--- config.mk ---
export PLATFORM = sky130hd
export DESIGN_NAME = gol_led_scanner
export DESIGN_NICKNAME = d
export VERILOG_FILES = /design/src/rtl/gol_pkg.sv /design/src/rtl/dwell_timer.sv /design/src/rtl/gol_led_scanner.sv
export SDC_FILE = /design/constraint.sdc
export NUM_CORES = 1
export LEC_CHECK = 0
export CAP_MARGIN = 10
export CORE_ASPECT_RATIO = 1.25
export CORE_MARGIN = 1
export CORE_UTILIZATION = 50
export DETAILED_ROUTE_END_ITERATION = 10
export HOLD_SLACK_MARGIN = 0.05
export PLACE_DENSITY = 0.73
export SYNTH_ARGS = -nofsm -noshare
export SYNTH_HDL_FRONTEND = slang
export SYNTH_SLANG_ARGS = --single-unit
--- constraint.sdc ---
create_clock -name clk -period 11.02 [get_ports clk]
set_input_delay 1.102 -clock clk [delete_from_list [all_inputs] [get_ports clk]]
set_output_delay 1.102 -clock clk [all_outputs]
set_load 0.005 [all_outputs]
--- src/rtl/gol_pkg.sv ---
// Shared definitions for the Game-of-Life LED scanner: grid geometry,
// scan state encoding and a helper that extracts one row of a generation.
// Pure declarations; no latency and no flow control of its own.
package gol_pkg;

    localparam int GRID_W    = 64;  // one 8x8 generation, row-major
    localparam int ROW_W     = 8;   // columns per row
    localparam int NROWS     = 8;   // rows per frame
    localparam int ROW_IDX_W = 3;   // row index width, wraps 7 -> 0

    typedef enum logic [1:0] {
        S_IDLE  = 2'd0,  // nothing captured yet, display dark
        S_GAP   = 2'd1,  // all rows off between two rows (anti-ghosting)
        S_DRIVE = 2'd2   // one row enabled with its column data
    } scan_state_t;

    // Row r occupies grid[8r+7:8r]; bit c of the slice is column c.
    // The index is built by concatenation because ROW_W is fixed at 8.
    function automatic logic [ROW_W-1:0] row_of(input logic [GRID_W-1:0]    g,
                                                input logic [ROW_IDX_W-1:0] r);
        return g[{r, 3'b000} +: ROW_W];
    endfunction

endpackage

--- src/rtl/dwell_timer.sv ---
// Loadable down-counter timing the GAP and DRIVE intervals of the scanner.
// Latency: done rises load_val cycles after the load cycle (load_val=1 -> next cycle).
// No backpressure; a load always wins over the running count.
//
// Ports:
//   clk, reset  clock and asynchronous active-high reset
//   load        start a new interval of load_val cycles
//   load_val    interval length in cycles (0 is treated as 1)
//   done        high on the final cycle of the interval (stays high while idle)
module dwell_timer #(
    parameter int W = 3
) (
    input  logic         clk,
    input  logic         reset,
    input  logic         load,
    input  logic [W-1:0] load_val,
    output logic         done
);

    logic [W-1:0] cnt;

    // The count holds "cycles remaining after this one", so an interval of
    // N cycles loads N-1 and reports done when it reaches zero.
    always_ff @(posedge clk or posedge reset) begin
        if (reset) begin
            cnt <= '0;
        end else if (load) begin
            cnt <= (load_val == '0) ? '0 : load_val - 1'b1;
        end else if (cnt != '0) begin
            cnt <= cnt - 1'b1;
        end
    end

    assign done = (cnt == '0);

endmodule

--- src/rtl/gol_led_scanner.sv ---
// Double-buffers Game-of-Life generations and row-scans them onto an 8x8 LED matrix.
// Latency: row_n/col/frame_done are registered, one cycle behind the scan state.
// No backpressure: grid_valid is always accepted; the newest generation wins.
//
// Ports:
//   clk, reset   clock and asynchronous active-high reset
//   grid         current generation, row r = grid[8r+7:8r], bit c = column c
//   grid_valid   one-cycle pulse marking a new generation on grid
//   blank        forces the matrix dark without disturbing scan timing
//   row_n        active-low one-hot row enable
//   col          active-high column data for the enabled row
//   frame_done   one-cycle pulse on the last visible cycle of row 7
//   stable       latest generation equals the previous one
//   gen_count    saturating count of generations received
module gol_led_scanner
    import gol_pkg::*;
#(
    parameter int DWELL = 4,
    parameter int GAP   = 1,
    parameter int CNT_W = 16
) (
    input  logic              clk,
    input  logic              reset,
    input  logic [GRID_W-1:0] grid,
    input  logic              grid_valid,
    input  logic              blank,
    output logic [ROW_W-1:0]  row_n,
    output logic [ROW_W-1:0]  col,
    output logic              frame_done,
    output logic              stable,
    output logic [CNT_W-1:0]  gen_count
);

    localparam int MAXV = (DWELL > GAP) ? DWELL : GAP;
    localparam int TW   = $clog2(MAXV + 1);

    localparam logic [TW-1:0] DWELL_LOAD = TW'(DWELL);
    // With no gap, each row slot starts straight in S_DRIVE.
    localparam logic [TW-1:0] SLOT_LOAD  = (GAP == 0) ? TW'(DWELL) : TW'(GAP);
    localparam scan_state_t   SLOT_STATE = (GAP == 0) ? S_DRIVE : S_GAP;
    localparam logic [ROW_IDX_W-1:0] LAST_ROW = ROW_IDX_W'(NROWS - 1);

    scan_state_t          state;
    scan_state_t          state_nx;
    logic [ROW_IDX_W-1:0] row;
    logic [ROW_IDX_W-1:0] row_nx;

    logic [GRID_W-1:0]    shadow;    // newest generation, not yet shown
    logic [GRID_W-1:0]    display;   // generation being scanned out
    logic                 pending;   // shadow holds something display has not taken
    logic                 have_prev; // at least one generation seen since reset

    logic                 tmr_load;
    logic [TW-1:0]        tmr_val;
    logic                 tmr_done;

    logic                 reload;    // display may swap at this edge
    logic                 frame_end; // last DRIVE cycle of row 7

    dwell_timer #(
        .W (TW)
    ) u_timer (
        .clk      (clk),
        .reset    (reset),
        .load     (tmr_load),
        .load_val (tmr_val),
        .done     (tmr_done)
    );

    // ------------------------------------------------------------------
    // Scan state machine
    // ------------------------------------------------------------------
    always_ff @(posedge clk or posedge reset) begin
        if (reset) begin
            state <= S_IDLE;
            row   <= '0;
        end else begin
            state <= state_nx;
            row   <= row_nx;
        end
    end

    always_comb begin
        state_nx  = state;
        row_nx    = row;
        tmr_load  = 1'b0;
        tmr_val   = DWELL_LOAD;
        reload    = 1'b0;
        frame_end = 1'b0;

        case (state)
            S_IDLE: begin
                // First generation arrived: start scanning at row 0.
                if (pending) begin
                    reload   = 1'b1;
                    row_nx   = '0;
                    state_nx = SLOT_STATE;
                    tmr_load = 1'b1;
                    tmr_val  = SLOT_LOAD;
                end
            end

            S_GAP: begin
                if (tmr_done) begin
                    state_nx = S_DRIVE;
                    tmr_load = 1'b1;
                    tmr_val  = DWELL_LOAD;
                end
            end

            S_DRIVE: begin
                if (tmr_done) begin
                    row_nx   = row + 1'b1;  // 7 wraps to 0
                    state_nx = SLOT_STATE;
                    tmr_load = 1'b1;
                    tmr_val  = SLOT_LOAD;
                    if (row == LAST_ROW) begin
                        reload    = 1'b1;
                        frame_end = 1'b1;
                    end
                end
            end

            default: begin
                state_nx = S_IDLE;
            end
        endcase
    end

    // ------------------------------------------------------------------
    // Capture and double buffering
    // ------------------------------------------------------------------
    // The display buffer only moves at a reload edge, so a frame in
    // progress never tears. A generation arriving on the reload edge
    // itself is taken straight into display and never becomes pending.
    always_ff @(posedge clk or posedge reset) begin
        if (reset) begin
            shadow    <= '0;
            display   <= '0;
            pending   <= 1'b0;
            have_prev <= 1'b0;
            stable    <= 1'b0;
            gen_count <= '0;
        end else begin
            if (grid_valid) begin
                shadow    <= grid;
                stable    <= have_prev && (grid == shadow);
                have_prev <= 1'b1;
                if (gen_count != {CNT_W{1'b1}}) begin
                    gen_count <= gen_count + 1'b1;
                end
            end

            if (reload) begin
                if (grid_valid) begin
                    display <= grid;
                end else if (pending) begin
                    display <= shadow;
                end
                pending <= 1'b0;
            end else if (grid_valid) begin
                pending <= 1'b1;
            end
        end
    end

    // ------------------------------------------------------------------
    // Registered matrix drive
    // ------------------------------------------------------------------
    // Driving the pins from flops keeps them glitch-free. Because they lag
    // the state by a cycle, frame_done is registered too so that it lines
    // up with the final visible cycle of row 7.
    always_ff @(posedge clk or posedge reset) begin
        if (reset) begin
            row_n      <= '1;
            col        <= '0;
            frame_done <= 1'b0;
        end else begin
            frame_done <= frame_end;
            if ((state == S_DRIVE) && !blank) begin
                row_n <= ~(ROW_W'(1) << row);
                col   <= row_of(display, row);
            end else begin
                row_n <= '1;
                col   <= '0;
            end
        end
    end

endmodule

# Word-level counts from Yosys, hierarchy flattened
# Cells that the tools add are included.
# classes
n_bitwise	1
mul	0
n_div	0
order_cmp	0
add_sub_neg	4
reduce_logical	16
shift	2
eq_ne	8
mux	26
# ops
cell	n
64-bit two-way mux	2
64-bit equality test	1
64-bit by 7-bit variable part select with 8-bit output	1
3-bit two-way mux	7
16-bit by 1-bit adder with 16-bit output, second input constant	1
8-bit two-way mux	2
16-bit inequality test, second input constant	1
3-bit case mux with 2 select lines	2
8-bit inverter	1
2-bit nonzero test	4
1-bit by 3-bit left shift with 8-bit output, first input constant	1
1-bit two-way mux	7
3-bit logical NOT	2
2-bit two-way mux	3
2-bit inequality test, second input constant	3
2-bit case mux with 3 select lines	1
3-bit AND reduction	2
3-bit by 1-bit subtractor with 3-bit output, second input constant	2
1-bit case mux with 2 select lines	2
2-bit AND reduction	2
3-bit by 1-bit adder with 3-bit output, second input constant	1
3-bit equality test, second input constant	1
3-bit nonzero test	1
2-bit by 1-bit equality test with 1-bit output, second input constant	1
other kinds (5)	6
# totals
inputBits	68
mem_bits_rw	0
out_inout_bits	34
latch_bits	0
rom_bits	0
word_cells	69
regBits	172
n_memories	0

# Logic depth before layout (Yosys ltp)
# Gate-level depths: netlist of the first run.
# depth
ltp_word	6
depth_mapped	9
ltp_nobuf	7

# By module
# Synthesis of the first run repeated with hierarchy kept, for this count alone.
# hier_totals
hier_cells	596
hier_area_um2	8023.9
# modules_own_cells
module	instances	seq_area_each_um2	cells_each	area_per_inst_um2
gol_led_scanner	1	4239.1	568	7778.7
dwell_timer	1	75.1	28	245.2

# Worst setup path after synthesis of the first run
# Ideal clock, no wire load.
# synth_path
path_kind	input -> register
from	input grid[13]
to	register stable
arrival_ps	2173
setup_ps	101
required_time_ps	10919
cell_stages	5
setup_slack_ps	8746
path_buffers	0
cell_sequence	nor2b_1 -> a2111o_1 -> nor4_1 -> nand3_1 -> o32ai_1
# synth_between
elab_chain_cells	2
# synth_lines
element	line	text
from (decl)	gol_led_scanner.sv:24	input logic [GRID_W-1:0] grid,
64-bit equality test	gol_led_scanner.sv:147	stable <= have_prev && (grid == shadow);
1-bit logical AND	gol_led_scanner.sv:147	
to (signal assigned)	gol_led_scanner.sv:147	
to (decl)	gol_led_scanner.sv:30	output logic stable,
# No other way between the ends.
# A chain may end at the register's enable or synchronous reset.

# Final worst setup path of the first run
# layout_path
from	register row[1]
to	register display[33]
# layout_between
elab_chain_cells	5
# layout_lines
element	line	text
from (decl)	gol_led_scanner.sv:45	logic [ROW_IDX_W-1:0] row;
from (signal assigned)	gol_led_scanner.sv:79	row <= row_nx;
3-bit equality test	gol_led_scanner.sv:117	if (row == LAST_ROW) begin
1-bit two-way mux	gol_led_scanner.sv:117	
1-bit two-way mux	gol_led_scanner.sv:112	if (tmr_done) begin
1-bit case mux with 2 select lines	gol_led_scanner.sv:91	case (state)
2-bit AND reduction (no line)	--	
to (signal assigned)	gol_led_scanner.sv:156	display <= grid;
to (signal assigned)	gol_led_scanner.sv:158	display <= shadow;
to (decl)	gol_led_scanner.sv:49	logic [GRID_W-1:0] display;
# No other way between the ends.

==> results.md, run 1 <==
* Number of flops mapped to enable cells by yosys at 0
* Top Layer Used: met4
* Ys flop type: dfrtp_1
* First-pass GRT wire length at 28900 um
* Distinct cells, synth at 48
* Vias in the first global route at 5403
* Layout area overhead at 20.7%
* Worst endpoint data arrival time at 3.78 ns
* Dpl hpwl at 12500 um
* P_int at 1.71 mW
* Via count at 5150
* Core Util, Final at 61.9%
* Initial antenna violation count at 0
* Status: completed
* Setup Total Neg Slack at 0 ns
* Adder-cell share of the synthesized area at 1.95%
* Num CTS Buffers at 17
* Largest family of logic cells by synthesized area: multiplexers
* Clock power frac at 28.1%
* Final Hold Fails at 0
* Peak Freq at 288 MHz
* Ant diodes at 0
* Worst min path class: flop to flop
* Sequential share of power at 39.2%
* CTS tree: done
* Setup ws final at 7.55 ns
* Gpl congestion at 0.825
* Clock transition at path regs at 0.06 ns
* Total track usage at 22.1%
* Final Setup Violations at 0
* Dpl ws at 7.59 ns
* Post-layout nets at 792
* Compound-cell area share of the yosys netlist at 4.89%
* Peak VDD IR at 0.133 mV
* Seq cells post-synth at 172
* Initial Util at 51.2%
* Met2 wire len at 9440 um
* Die W at 117 um
* Vias per inst at 5.48
* Switching power at 0.684 mW
* Normalized max-slew margin at 21.4%
* Worst setup SP type: flop
* Fin crit share at 31.5%
* Resized Gates After CTS at 0
* Switching power share of the total at 28.6%
* Grt total ovfl at 0
* Hold_ws at 0.484 ns
* Die height at 146 um
* Die Area at 17200 um2
* Syn Area/Cell at 13.6 um2
* Clk buf depth at 2
* Routed wl met3 at 624 um
* H-tree level count at 4
* Syn. warnings at 0
* Root Driver: clkbuf_16
* CP endpoint kind: flop
* Worst-Skew Late Latency at 0.43 ns
* Unrepaired setup endpoints after global routing: false
* Drt total wl at 18000 um
* Layout cells sized above 1 at 26.1%
* Number of DRC markers in iteration 0 at 252
* Number of top-level pins at 102
* Max Cap Viol at 0
* Post-Synth XOR/XNOR Area at 6.20%
* Pwr dens at 238 nW/um2
* DRC Markers at 0
* Post-Layout Cell Count at 940
* Routed wire per std cell at 19.1 um
* CP Max Fanout at 64
* # Post-CTS Setup Buffers at 0
* M1 wire length at 7390 um
* Placed Cells at 908
* Cts hold-fix bufs at 0
* WP data required at 11.33 ns
* Post-layout min period at 3.47 ns
* Port bufs at 101
* Drt pass-1 iters at 4
* Sequential share of the synthesized area at 51.8%
* Post-Syn Area at 8330 um2
* Largest net degree at the start of global routing at 123
* Slew Limit Fails at 0
* Leak at 4.24 nW
* FP Rows at 52
* Clock sinks at 172
* Ys async rst share at 100%
* Post-synthesis mux area share at 23.5%
* ANT nets after route at 0
* Worst-Margin Slew at 1.18 ns
* Net count after synthesis at 692
* Mapped Cells at 611
* Combinational power share at 32.7%
* Post-Route Skew at 0.00971 ns
* Area of the core at 16300 um2
* WS Path Type: flop to flop
* Simple-gate area share of the yosys netlist at 7.31%
cell families (layout without fill, tap and decap cells):
logic type	count (synthesis)	count (layout)
simple gates	114	114
buf+inv	54	167
xor+xnor	59	59
flops	172	172
compound gates	61	61
fa+ha+maj	13	13
mux	138	138
worst paths after layout:
| kind | end | slack, ns | depth (start not counted) | from |
|---|---|---|---|---|
| worst max-delay path | display[33]$_DFFE_PP0P_ | 7.55 | 7 | row[1]$_DFFE_PP0P_ |
| worst min-delay path | have_prev$_DFFE_PP0P_ | 0.48 | 1 | have_prev$_DFFE_PP0P_ |
| worst max register to register | display[33]$_DFFE_PP0P_ | 7.55 | 7 | row[1]$_DFFE_PP0P_ |
| worst min register to register | have_prev$_DFFE_PP0P_ | 0.48 | 1 | have_prev$_DFFE_PP0P_ |
| max in group asynchronous | shadow[14]$_DFFE_PP0P_ | 8.43 | 3 | reset |
| min in group asynchronous | gen_count[13]$_DFFE_PP0P_ | 1.32 | 2 | reset |
critical path, stage by stage (launching register included):
cell,delay (ns)
dfrtp_1,1.07
ha_1,0.33
ha_1,0.18
and3_4,0.24
a21oi_4,0.08
nor2_8,0.10
buf_4,0.88
mux2_2,0.42
registers in the layout (all words and copies together) (netlist names), 2 cells and up:
signal / count
display: 64
shadow: 64
gen_count: 16
col: 8
row_n: 8
row: 3
u_timer.cnt: 3
state: 2
per-layer routing:
metal	vias up	GRT usage (%)
met5	-	0
met4	0	9.62
met3	33	4.26
met2	127	37.8
met1	2627	27.3
li1	2363	-
layout make-up:
| class | instances | area (um2) |
|---|---|---|
| fill | 1296 | 6200 |
| sequential | 172 | 4310 |
| multi-input combinational | 385 | 3660 |
| timing repair buffer | 105 | 1040 |
| clock buffer | 22 | 484 |
| tap | 216 | 270 |
| clock inverter | 10 | 184 |
| inverter | 30 | 118 |
cell usage in the layout, fill, tap and decap left out, drive strengths merged, types with 2 or more instances in the layout:
| cell | Yosys | layout |
|---|---|---|
| clkbuf | 6 | 22 |
| nor4 | 6 | 6 |
| nor2b | 6 | 6 |
| dfstp | 8 | 8 |
| a21oi | 19 | 19 |
| clkinv | 1 | 3 |
| o221ai | 3 | 3 |
| and4 | 4 | 4 |
| o22ai | 5 | 5 |
| o21ai | 12 | 12 |
| nor3 | 2 | 2 |
| buf | 18 | 5 |
| inv | 29 | 30 |
| o32ai | 2 | 2 |
| a31oi | 2 | 2 |
| nor2 | 11 | 11 |
| xnor2 | 50 | 50 |
| mux2 | 122 | 122 |
| nand3 | 12 | 12 |
| and3 | 5 | 5 |
| bufinv | 0 | 5 |
| clkdlybuf4s50 | 0 | 100 |
| a22o | 3 | 3 |
| a2111oi | 2 | 2 |
| o211ai | 2 | 2 |
| nand2b | 8 | 8 |
| dfrtp | 164 | 164 |
| nand2 | 43 | 43 |
| ha | 13 | 13 |
| nand4 | 14 | 14 |
| clkinvlp | 0 | 2 |
| a211oi | 3 | 3 |
| mux4 | 16 | 16 |
| xor2 | 9 | 9 |
| o2bb2ai | 4 | 4 |
power groups by stage:
stage	Combinational, mW	Clock, mW	Sequential, mW
after floorplan	0.664	0	0.897
after global placement	0.745	0	0.937
after detailed placement	0.775	0	0.945
after CTS	0.782	0.680	0.938
after global routing	0.837	0.703	0.958
final	0.781	0.673	0.937
synth_stat cells, drive strengths merged, types with 11 or more instances:
library cell | n | share of area (%)
mux2 | 122 | 19
nand4 | 14 | 1.1
ha | 13 | 2.0
mux4 | 16 | 4.3
dfrtp | 164 | 49
buf | 18 | 2.7
nand2 | 43 | 1.9
o21ai | 12 | 0.72
nand3 | 12 | 0.72
xnor2 | 50 | 5.3
inv | 29 | 1.3
a21oi | 19 | 1.3
nor2 | 11 | 0.78
stage by stage:
stage,power (mW),instance area [um2]
final,2.39,10100
after global routing,2.50,10100
after CTS,2.40,10100
after detailed placement,1.72,9390
after global placement,1.68,9390
after floorplan,1.56,8330
No activity file was read; power rests on OpenSTA's default activity.
==> run 2: changes to the inputs <==
==> constraint.sdc (replaced) <==
create_clock -name clk -period 3.5 [get_ports clk]
set_input_delay 0.35 -clock clk [delete_from_list [all_inputs] [get_ports clk]]
set_output_delay 0.35 -clock clk [all_outputs]
set_load 0.005 [all_outputs]
==> run 2 against run 1 <==
  * Worst hold slack worse by 0.063 ns
  * Critical path depth unchanged
  * Clock-buffer cell count down 5
  * Worst setup slack worse by 6.7 ns
  * Critical endpoint is now display[50]$_DFFE_PP0P_
  * Sequential cell count unchanged
  * Via count up 0.14%
  * Power rose to 3.0 times the previous value
  * First-iteration DRC count up 16%
  * Sequential power rose to 3.1 times the previous value
  * Clock skew up 0.00051 ns
==> results.md, run 2 (synthesis results as in run 1) <==
* Largest net degree at the start of global routing at 79
* Post-layout nets at 799
* Grt total ovfl at 0
* Initial antenna violation count at 0
* Crit path max-delay family: simple AND/OR/NAND/NOR gates
* Die Area at 17200 um2
* Num CTS Buffers at 17
* Peak Freq at 379 MHz
* Die W at 117 um
* Max Cap Viol at 0
* Critical-path cell with the highest stage delay: nor2_8
* WS Path Type: flop to flop
* Placed Cells at 915
* CP Launch Point: state[0]$_DFFE_PP0P_
* Crit path cell chain: inv_1, ha_1, and3_4, a21oi_4, nor2_8, buf_4, mux2_4
* H-tree level count at 4
* Worst endpoint data arrival time at 2.96 ns
* Post-Layout Cell Count at 947
* Worst-Margin Slew at 0.830 ns
* Worst-Skew Late Latency at 0.44 ns
* WP data required at 3.81 ns
* Placed Instance Area at 9510 um2
* CP endpoint kind: flop
* CTS tree: done
* Total track usage at 22.1%
* DRC Markers at 0
* Worst min path class: input pin to asynchronous set/reset pin
* Layout Cell Area excl Fill at 10100 um2
* Dpl hpwl at 12700 um
* Worst setup SP type: flop
* Resized Gates After CTS at 0
* Reg2reg start: state[0]$_DFFE_PP0P_
* # fillers at 1265
* Number of DRC markers in iteration 0 at 293
* Setup Total Neg Slack at 0 ns
* CP Max Fanout at 26
* ANT nets after route at 0
* Ant diodes at 0
* Most common cell after layout, fill and taps aside: dfrtp_1
* Port bufs at 101
* Leak at 4.24 nW
* Initial Util at 51.2%
* Routed wire per std cell at 18.6 um
* Vias in the first global route at 5457
* Clock transition at path regs at 0.07 ns
* Normalized max-slew margin at 44.6%
* Vias per inst at 5.45
* Area of the core at 16300 um2
* Drt pass-1 iters at 5
* Post-Route Skew at 0.0102 ns
* Pwr dens at 718 nW/um2
* Layout area overhead at 20.7%
* Gpl congestion at 0.822
* FF/Latch Area at 4310 um2
* Final Setup Violations at 0
* Layout cells sized above 1 at 26.9%
* Drt total wl at 17600 um
* Root Driver: clkbuf_16
* Crit path largest cell delay at 0.49 ns
* WP buf/inv at 2
* Via count at 5157
* Die height at 146 um
* Slew Limit Fails at 0
* Area occupied by multi-input gates at 3660 um2
* Most frequent cells in the layout: 164 x dfrtp_1, 100 x clkdlybuf4s50_1, 62 x mux2_2
* Unrepaired setup endpoints after global routing: false
* Peak VDD IR at 0.338 mV
* FP Rows at 52
* Clock sinks at 172
* Largest regs: display (64), shadow (64), gen_count (16)
* Status: completed
* Cts hold-fix bufs at 0
* Post-layout min period at 2.64 ns
* Fin crit share at 75.5%
* Number of top-level pins at 102
* Final Hold Fails at 0
* Clk buf depth at 2
* # Post-CTS Setup Buffers at 0
* First-pass GRT wire length at 29000 um
==> run 2: changes by cell type in the layout (fill, tap and decap cells not counted) <==
| cell | previous run | this run |
|---|---|---|
| bufinv_16 | 5 | 0 |
| clkinv_4 | 0 | 3 |
| inv_6 | 2 | 7 |
| clkbuf_1 | 1 | 0 |
| buf_4 | 4 | 6 |
| clkbuf_8 | 4 | 0 |
| inv_8 | 0 | 2 |
| clkinvlp_4 | 2 | 3 |
| clkinv_2 | 2 | 1 |
| buf_12 | 0 | 5 |
==> run 2: cell type report <==
cell class,instances,share of cell area (%)
Multi-Input combinational cell,385,36.3
Inverter,30,1.16
Timing Repair Buffer,112,11.4
Clock inverter,15,1.29
Tap cell,216,2.69
Clock buffer,17,4.23
Sequential cell,172,42.9
==> run 2: metal layers <==
layer / part of all wire [%] / global-route usage [%]
met4: 3.6 / 10.4
met5: 0 / 0
met3: 3.1 / 3.75
met2: 52 / 38.3
met1: 41 / 26.8
==> run 2: where the power goes <==
part / leakage (nW) / internal, mW / total [mW] / switching [mW]
clock network: 0.270 / 0.934 / 1.78 / 0.846
registers: 2.07 / 2.55 / 2.95 / 0.399
logic: 1.91 / 1.52 / 2.50 / 0.981
total: 4.24 / 5.00 / 7.22 / 2.23
==> run 2: path summary, 6_finish.rpt <==
check | cells after the start | slack [ns] | end
max | 7 | 0.86 | display[50]$_DFFE_PP0P_
min | 2 | 0.42 | gen_count[2]$_DFFE_PP0P_
max reg2reg | 7 | 0.86 | display[50]$_DFFE_PP0P_
min reg2reg | 1 | 0.47 | have_prev$_DFFE_PP0P_
max in group asynchronous | 3 | 2.23 | shadow[55]$_DFFE_PP0P_
min in group clk | 1 | 0.47 | have_prev$_DFFE_PP0P_
==> run 2: per-stage QoR <==
stage / util, % / setup slack, ns / hold WS [ns] / power (mW)
global placement: 58.5 / 1.01 / 0.458 / 5.35
finish: 61.9 / 0.859 / 0.421 / 7.22
CTS: 61.9 / 0.863 / 0.445 / 7.28
floorplan: - / 0.960 / 0.437 / 4.92
global route: 61.9 / 0.770 / 0.491 / 7.60
detailed placement: 58.5 / 0.915 / 0.459 / 5.47
==> run 3: changes to the inputs <==
--- a/config.mk
+++ b/config.mk
@@ -11,7 +11,7 @@
 export CORE_UTILIZATION = 50
 export DETAILED_ROUTE_END_ITERATION = 10
 export HOLD_SLACK_MARGIN = 0.05
-export PLACE_DENSITY = 0.73
+export PLACE_DENSITY = 0.76
 export SYNTH_ARGS = -nofsm -noshare
 export SYNTH_HDL_FRONTEND = slang
 export SYNTH_SLANG_ARGS = --single-unit
==> constraint.sdc (replaced) <==
create_clock -name clk -period 2.4 [get_ports clk]
set_input_delay 0.24 -clock clk [delete_from_list [all_inputs] [get_ports clk]]
set_output_delay 0.24 -clock clk [all_outputs]
set_load 0.005 [all_outputs]
==> run 3 against run 2 <==
  * Highest routed layer unchanged
  * Power is 48% higher
  * Combinational power is 46% higher
  * Core utilization up 0.51 points
  * Global-route usage rose by 0.67 points
  * Clock-buffer cell count is 6 higher
  * Cell area up 0.82%
  * Critical path type unchanged
  * Die area unchanged
  * Clock skew decreased by 0.0033 ns
  * Routed wire length increased by 3.0%
  * Sequential cell count is the same
==> results.md, run 3 (synthesis results as in run 1) <==
* Worst-Margin Slew at 0.599 ns
* Placed Cells at 921
* H-tree level count at 4
* Number of top-level pins at 102
* Worst-Skew Late Latency at 0.43 ns
* Ant diodes at 0
* FF/Latch Area at 4310 um2
* Pwr dens at 1060 nW/um2
* Worst min path class: input pin to asynchronous set/reset pin
* Largest regs: display (64), shadow (64), gen_count (16)
* CP endpoint kind: flop
* WS Path Type: flop to flop
* Vias per inst at 5.50
* Placed Instance Area at 9550 um2
* Vias in the first global route at 5781
* Most common cell after layout, fill and taps aside: dfrtp_1
* Max Cap Viol at 0
* Status: completed
* CP Launch Point: u_timer.cnt[0]$_DFFE_PP0P_
* Die height at 146 um
* Layout cells sized above 1 at 27.0%
* Drt total wl at 18100 um
* Root Driver: clkbuf_16
* Worst setup SP type: flop
* FP Rows at 52
* Clk buf depth at 2
* Final Hold Fails at 0
* Worst endpoint data arrival time at 2.58 ns
* Post-Layout Cell Count at 952
* DRC Markers at 0
* Number of DRC markers in iteration 0 at 266
* Die W at 117 um
* Total track usage at 22.7%
* Clock transition at path regs at 0.06 ns
* ANT nets after route at 0
* First-pass GRT wire length at 30100 um
* Post-layout min period at 2.26 ns
* Peak Freq at 442 MHz
* Area of the core at 16300 um2
* Leak at 4.30 nW
* Port bufs at 101
* # fillers at 1284
* Hold_ws at 0.117 ns
* Resized Gates After CTS at 0
* Clock sinks at 172
* Largest net degree at the start of global routing at 56
* Core Util, Final at 62.4%
* Grt total ovfl at 0
* Dpl hpwl at 13000 um
* CP Max Fanout at 28
* CTS tree: done
* Fin crit share at 94.4%
* Slew Limit Fails at 0
* Peak VDD IR at 0.601 mV
* Num CTS Buffers at 17
* Post-layout nets at 805
* Most frequent cells in the layout: 164 x dfrtp_1, 100 x clkdlybuf4s50_1, 62 x mux2_2
* Reg2reg start: u_timer.cnt[0]$_DFFE_PP0P_
* Normalized max-slew margin at 60.1%
* Area occupied by multi-input gates at 3660 um2
* # Post-CTS Setup Buffers at 0
* Initial antenna violation count at 0
* Unrepaired setup endpoints after global routing: false
* Die Area at 17200 um2
* Cts hold-fix bufs at 0
* WP data required at 2.72 ns
* Routed wire per std cell at 19.0 um
* Tot Pwr at 10.7 mW
* Initial Util at 51.2%
* Via count at 5234
* Layout Cell Area excl Fill at 10100 um2
* Post-Route Skew at 0.00693 ns
* Drt pass-1 iters at 4
* Layout area overhead at 21.7%
* Gpl congestion at 0.873
* Final Setup Violations at 0
-- run 3: cell count changes in the layout (fill, tap and decap cells not counted), sizes merged --
cell / change
clkinv: +1
bufinv: +3
clkinvlp: -2
buf: +6
clkbuf: +6
inv: -9
-- run 3: critical path, stage by stage (launching register included) --
cell	delay, ns
dfrtp_1	0.41
inv_1	0.10
ha_1	0.22
nor2b_4	0.29
and3_4	0.27
a21oi_4	0.08
nor2_8	0.16
buf_12	0.24
mux2_2	0.36
-- run 3: final cells by class --
class | instances | area share (%)
clock buffers | 23 | 4.71
clock inverters | 8 | 1.13
inverters | 30 | 1.15
multi-input cells | 385 | 36.0
flip-flops and latches | 172 | 42.5
well taps | 216 | 2.66
repair buffers | 118 | 11.8
-- run 3: path summary, 6_finish.rpt --
check	endpoint	slack, ns	cells past startpoint
min in group clk	pending$_DFFE_PP0P_	0.44	3
worst min register to register	have_prev$_DFFE_PP0P_	0.47	1
worst min-delay path	shadow[4]$_DFFE_PP0P_	0.12	2
worst max register to register	display[33]$_DFFE_PP0P_	0.14	8
worst max-delay path	display[33]$_DFFE_PP0P_	0.14	8
max in group asynchronous	row_n[1]$_DFF_PP1_	1.57	3
-- run 3: layer usage --
metal / share of wire, % / GRT usage (%) / vias to the layer above
met4: 3.9 / 11.7 / 0
met5: 0 / 0 / -
met2: 52 / 40.0 / 146
met3: 3.3 / 3.91 / 41
li1: - / - / 2398
met1: 41 / 26.7 / 2649
-- run 3: metrics by stage --
step	worst slack (ns)	TNS (ns)
after floorplan	-0.0302	-4.95
after global placement	0.274	0
after detailed placement	0.172	0
after CTS	0.153	0
after global routing	0.0424	0
final	0.136	0
-- run 3: report_power, final --
group          internal [mW]  total, mW  switching, mW
combinational           2.20       3.65           1.45
clock                   1.71       2.79           1.08
sequential              3.72       4.28          0.561
